**src/rtl/alarm_ringer.sv**
```systemverilog
// Alarm ringer FSM: IDLE / RINGING / SNOOZE sequencing driven by a one-second tick.
// The snooze feature is compiled in only when ALARM_SNOOZE_EN is defined.
module alarm_ringer #(
  parameter int RING_SECS   = 60,
  parameter int SNOOZE_SECS = 300,
  parameter int MAX_SNOOZE  = 3
) (
  input  logic       clk,
  input  logic       reset,
  input  logic       sec_tick,
  input  logic       alarm_on,
  input  logic       alarm_match,
  input  logic       snooze_key,
  input  logic       stop_key,
  output logic       play_sound,
  output logic       snoozing,
  output logic [2:0] snooze_count
);

  localparam logic [1:0] IDLE    = 2'd0;
  localparam logic [1:0] RINGING = 2'd1;
  localparam logic [9:0] RING_LAST = 10'(RING_SECS - 1);
`ifdef ALARM_SNOOZE_EN
  localparam logic [1:0] SNOOZE    = 2'd2;
  localparam logic [9:0] SNZ_LAST  = 10'(SNOOZE_SECS - 1);
  localparam logic [2:0] SNZ_MAX   = 3'(MAX_SNOOZE);
`endif

  logic [1:0] state, state_nxt;
  logic [9:0] sec_cnt, sec_cnt_nxt;
  logic       match_q;
  logic       trigger;
`ifdef ALARM_SNOOZE_EN
  logic [2:0] snz_cnt, snz_cnt_nxt;
`endif

  // Rising edge of alarm_match only; a match held across reset release is not an edge.
  assign trigger = alarm_match & ~match_q;

  always_comb begin
    state_nxt   = state;
    sec_cnt_nxt = sec_cnt;
`ifdef ALARM_SNOOZE_EN
    snz_cnt_nxt = snz_cnt;
`endif
    if (!alarm_on) begin
      state_nxt = IDLE;
    end else begin
      case (state)
        IDLE: begin
          if (trigger) begin
            state_nxt = RINGING;
          end
        end
        RINGING: begin
          if (stop_key) begin
            state_nxt = IDLE;
`ifdef ALARM_SNOOZE_EN
          end else if (snooze_key && (snz_cnt < SNZ_MAX)) begin
            state_nxt   = SNOOZE;
            snz_cnt_nxt = snz_cnt + 3'd1;
`endif
          end else if (sec_tick) begin
            if (sec_cnt == RING_LAST) state_nxt = IDLE;
            else                      sec_cnt_nxt = sec_cnt + 10'd1;
          end
        end
`ifdef ALARM_SNOOZE_EN
        SNOOZE: begin
          if (stop_key) begin
            state_nxt = IDLE;
          end else if (sec_tick) begin
            if (sec_cnt == SNZ_LAST) state_nxt = RINGING;
            else                     sec_cnt_nxt = sec_cnt + 10'd1;
          end
        end
`endif
        default: state_nxt = IDLE;
      endcase
    end
    // Every state change restarts the second counter, so it can never wrap.
    if (state_nxt != state) sec_cnt_nxt = '0;
`ifdef ALARM_SNOOZE_EN
    if (state_nxt == IDLE) snz_cnt_nxt = '0;
`endif
  end

  always_ff @(posedge clk) begin
    if (reset) begin
      state   <= IDLE;
      sec_cnt <= '0;
      match_q <= 1'b1;
`ifdef ALARM_SNOOZE_EN
      snz_cnt <= '0;
`endif
    end else begin
      state   <= state_nxt;
      sec_cnt <= sec_cnt_nxt;
      match_q <= alarm_match;
`ifdef ALARM_SNOOZE_EN
      snz_cnt <= snz_cnt_nxt;
`endif
    end
  end

  assign play_sound = (state == RINGING);
`ifdef ALARM_SNOOZE_EN
  assign snoozing     = (state == SNOOZE);
  assign snooze_count = snz_cnt;
`else
  logic unused_snooze;
  assign unused_snooze = ^{snooze_key, 10'(SNOOZE_SECS), 3'(MAX_SNOOZE)};
  assign snoozing      = 1'b0;
  assign snooze_count  = 3'd0;
`endif

endmodule

```
**config.mk**
```make
export PLATFORM = sky130hd
export DESIGN_NAME = alarm_ringer
export DESIGN_NICKNAME = d
export VERILOG_FILES = /design/src/rtl/alarm_ringer.sv
export SDC_FILE = /design/constraint.sdc
export NUM_CORES = 1
export LEC_CHECK = 0
export BUFFER_PORTS_ARGS = -buffer_cell sky130_fd_sc_hd__buf_2
export CORE_MARGIN = 2
export CORE_UTILIZATION = 45
export DETAILED_ROUTE_END_ITERATION = 8
export PLACE_DENSITY_LB_ADDON = 0.1
export SLEW_MARGIN = 40
export SYNTH_ARGS = -nofsm -noshare
export SYNTH_HDL_FRONTEND = slang
export SYNTH_SLANG_ARGS = --single-unit
```
**constraint.sdc**
```tcl
create_clock -name clk -period 1.8 [get_ports clk]
set_input_delay 0.09 -clock clk [delete_from_list [all_inputs] [get_ports clk]]
set_output_delay 0.09 -clock clk [all_outputs]
set_load 0.05 [all_outputs]
```
==> flow_results.xml <==
<?xml version="1.0" encoding="UTF-8"?>
<metrics>
  <group name="sta">
    <metric name="timing.setup.tns" unit="ns">0</metric>
    <metric name="min_period_over_period" unit="">0.879</metric>
    <metric name="hold_vio_cnt_final" unit="">0</metric>
    <metric name="final_period_minus_worst_setup_slack" unit="ns">1.58</metric>
    <metric name="unrepaired_setup_endpoints_after_global_routing" unit="">false</metric>
    <metric name="timing.final.max_slew_violations" unit="">0</metric>
    <metric name="fin_worst_skew" unit="ns">0.00532</metric>
    <metric name="max_clock_freq" unit="MHz">632</metric>
    <metric name="setup_viol" unit="">0</metric>
  </group>
  <group name="worst_setup_path">
    <metric name="worst_ep_arrival_time" unit="ns">1.78</metric>
    <metric name="timing.critical_path.cells" unit="">ha_1, nand4_1, nor3b_1, o21ai_0, a21oi_1</metric>
    <metric name="cp_num_cells" unit="">5</metric>
    <metric name="cp.required" unit="ns">2.00</metric>
    <metric name="crit_path_max_cell_delay" unit="ns">0.42</metric>
    <metric name="worst_path_class_setup" unit="">reg2reg</metric>
    <metric name="worst-path-buf-inv" unit="">0</metric>
    <metric name="cp_top_family" unit="">simple AND/OR/NAND/NOR gates</metric>
    <metric name="critical-path-slowest-cell" unit="">sky130_fd_sc_hd__nor3b_1</metric>
    <metric name="ff2ff_path_depth" unit="">5</metric>
    <metric name="crit_path_start_kind" unit="">register</metric>
    <metric name="nature_of_the_critical_path_endpoint" unit="">register</metric>
    <metric name="reg2reg_from" unit="">sec_cnt[0]</metric>
    <metric name="critical_path_peak_fanout" unit="">5</metric>
    <metric name="worstSetupStartpoint" unit="">sec_cnt[0]</metric>
  </group>
  <group name="cts">
    <metric name="cts_buffer_depth" unit="">2</metric>
    <metric name="cts.htree.levels" unit="">1</metric>
    <metric name="clock_tree_from_tritoncts" unit="">built</metric>
    <metric name="cts.repair_timing.setup_buffer_count" unit="">0</metric>
    <metric name="cts-resized-gates" unit="">0</metric>
    <metric name="root_buffer" unit="">sky130_fd_sc_hd__clkbuf_4</metric>
    <metric name="clk_latency" unit="ns">0.27</metric>
    <metric name="number_of_cts_inserted_buffers" unit="">3</metric>
    <metric name="clock-sinks" unit="">13</metric>
    <metric name="clk_pin_slew_worst_paths" unit="ns">0.08</metric>
    <metric name="ctsHoldBuffers" unit="">0</metric>
  </group>
  <group name="synth">
    <metric name="syn_avg_cell_area" unit="um^2">8.77</metric>
    <metric name="yosysWarnings" unit="">0</metric>
    <metric name="yosys.cell_types.count" unit="">30</metric>
    <metric name="synth_ff_type" unit="">sky130_fd_sc_hd__dfxtp_1</metric>
    <metric name="cell_taking_the_most_area_after_synthesis" unit="">sky130_fd_sc_hd__dfxtp_1</metric>
    <metric name="yosysMostFrequentCell" unit="">sky130_fd_sc_hd__dfxtp_1</metric>
    <metric name="top_cells_by_area_synth" unit="">sky130_fd_sc_hd__dfxtp_1, sky130_fd_sc_hd__xnor2_1, sky130_fd_sc_hd__buf_4</metric>
    <metric name="synth_top_cell_area_share" unit="">0.390</metric>
    <metric name="synth.ff_latch_count" unit="">13</metric>
    <metric name="cell_area_after_synthesis" unit="um^2">667</metric>
    <metric name="synth_enable_flop_cells" unit="">0</metric>
    <metric name="synth_cells" unit="">76</metric>
    <metric name="synth-async-reset-ratio" unit="">0</metric>
    <metric name="ys_seq_area_frac" unit="">0.390</metric>
    <metric name="top_cells_by_count_synth" unit="">sky130_fd_sc_hd__dfxtp_1, sky130_fd_sc_hd__nand2_1, sky130_fd_sc_hd__nor2_1</metric>
  </group>
  <group name="global_route">
    <metric name="grt_start_max_net_pins" unit="">11</metric>
    <metric name="grt.total_usage" unit="">0.156</metric>
    <metric name="grt_pass1_vias" unit="">542</metric>
    <metric name="grt_pass1_wl" unit="um">2140</metric>
    <metric name="grt_remaining_overflow" unit="">0</metric>
    <metric name="antenna_found_initial" unit="">0</metric>
  </group>
  <group name="min_path">
    <metric name="holdCritStartpoint" unit="">alarm_match</metric>
    <metric name="hp-class" unit="">in2reg</metric>
    <metric name="worst_hold_path.num_cells" unit="">2</metric>
  </group>
  <group name="route">
    <metric name="route.vias.total" unit="">550</metric>
    <metric name="drt-wirelength-per-cell" unit="um">11.6</metric>
    <metric name="drt_first_iter_violations" unit="">12</metric>
    <metric name="postRouteAntennaNets" unit="">0</metric>
    <metric name="post-route-drc-count" unit="">0</metric>
    <metric name="postRouteWirelength" unit="um">1180</metric>
    <metric name="vias_per_cell" unit="">5.39</metric>
    <metric name="firstDrtPassIters" unit="">4</metric>
  </group>
  <group name="placement">
    <metric name="placedCellCount" unit="">98</metric>
    <metric name="globalplace.congestion" unit="">0.774</metric>
    <metric name="portbufs" unit="">6</metric>
    <metric name="detailedPlacementHpwl" unit="um">843</metric>
  </group>
  <group name="cells_and_area">
    <metric name="fillerInstances" unit="">136</metric>
    <metric name="finalNetCount" unit="">96</metric>
    <metric name="share_of_layout_cells_above_drive_strength_1" unit="">0.218</metric>
    <metric name="synth_to_final_area_change" unit="%">10.1</metric>
    <metric name="stdcell_count" unit="">102</metric>
    <metric name="n_antenna_cell" unit="">0</metric>
  </group>
  <group name="floorplanning">
    <metric name="die_w" unit="um">42.5</metric>
    <metric name="num_io_pins" unit="">12</metric>
    <metric name="rows" unit="">13</metric>
    <metric name="fp.dieArea" unit="mm^2">0.00181</metric>
    <metric name="fp.dieH" unit="um">42.5</metric>
    <metric name="effective_utilization_at_floorplan" unit="">0.494</metric>
    <metric name="core-area" unit="mm^2">0.00135</metric>
  </group>
  <group name="power">
    <metric name="power" unit="mW">0.514</metric>
    <metric name="cellPowerDensity" unit="mW/mm^2">700</metric>
    <metric name="ir_drop_worst_case_vdd" unit="mV">0.413</metric>
    <metric name="leakage" unit="nW">0.239</metric>
  </group>
  <group name="run">
    <metric name="max_cap_violations" unit="">0</metric>
  </group>
  <group name="status">
    <metric name="run_status" unit="">finished clean</metric>
  </group>
</metrics>
logic make-up (layout without fill, tap and decap cells):
| family | count (synthesis) | in the layout | share of synthesized area |
|---|---|---|---|
| fa+ha+maj | 1 | 1 | 0.0188 |
| compound gates | 11 | 11 | 0.0994 |
| simple gates | 40 | 40 | 0.370 |
| buf+inv | 5 | 12 | 0.0507 |
| other cells | 1 | 5 | 0.00562 |
| flops | 13 | 13 | 0.390 |
| xor+xnor | 5 | 5 | 0.0657 |
registers in the layout, summed over array words and instances (netlist names):
register / cells
sec_cnt: 10
match_q: 1
state: 2
layout make-up:
cell class | count | area (um^2) | area share
Multi-Input combinational cell | 62 | 388 | 0.528
Clock buffer | 4 | 26.3 | 0.0358
Inverter | 1 | 3.75 | 0.00511
Timing Repair Buffer | 7 | 37.5 | 0.0511
Sequential cell | 13 | 260 | 0.354
Tap cell | 15 | 18.8 | 0.0256
worst paths after layout:
| kind | end | slack, ns |
|---|---|---|
| max | sec_cnt[1] | 0.22 |
| min reg2reg | state[0] | 0.50 |
| min | match_q | 0.02 |
| max reg2reg | sec_cnt[1] | 0.22 |
cell usage in the layout, fill, tap and decap left out, drive strengths merged, types with 2 or more instances in the layout:
cell / netlist / layout
xnor2: 5 / 5
nor2: 6 / 6
conb: 1 / 5
dfxtp: 13 / 13
nand4bb: 2 / 2
or3: 4 / 4
o21ai: 3 / 3
nor3b: 2 / 2
nor3: 3 / 3
buf: 4 / 7
nand2: 9 / 9
nor4: 4 / 4
nand3: 2 / 2
a21oi: 6 / 6
clkbuf: 0 / 4
per-layer routing:
metal / global-route usage / vias to the layer above / wire (um)
li1: - / 293 / -
met1: 0.178 / 243 / 566
met2: 0.255 / 12 / 549
met3: 0.0560 / 2 / 52
met4: 0.0750 / 0 / 9
met5: 0 / - / 0
power breakdown:
| group | switching [mW] | leakage [nW] | internal, mW |
|---|---|---|---|
| registers | 0.00210 | 0.105 | 0.290 |
| logic | 0.0295 | 0.118 | 0.0108 |
| clock network | 0.0956 | 0.0150 | 0.0858 |
per-stage QoR:
stage	setup slack [ns]	hold WS, ns	cell area, um^2	util
3_5_place_dp	0.230	0.303	708	0.525
2_1_floorplan	0.197	0.169	682	-
6_report	0.219	0.0158	734	0.544
3_3_place_gp	0.269	0.299	708	0.525
4_1_cts	0.184	0.0133	734	0.544
5_1_grt	0.0388	0.0106	734	0.544
Note: power is estimated with default switching activity, not from simulation.
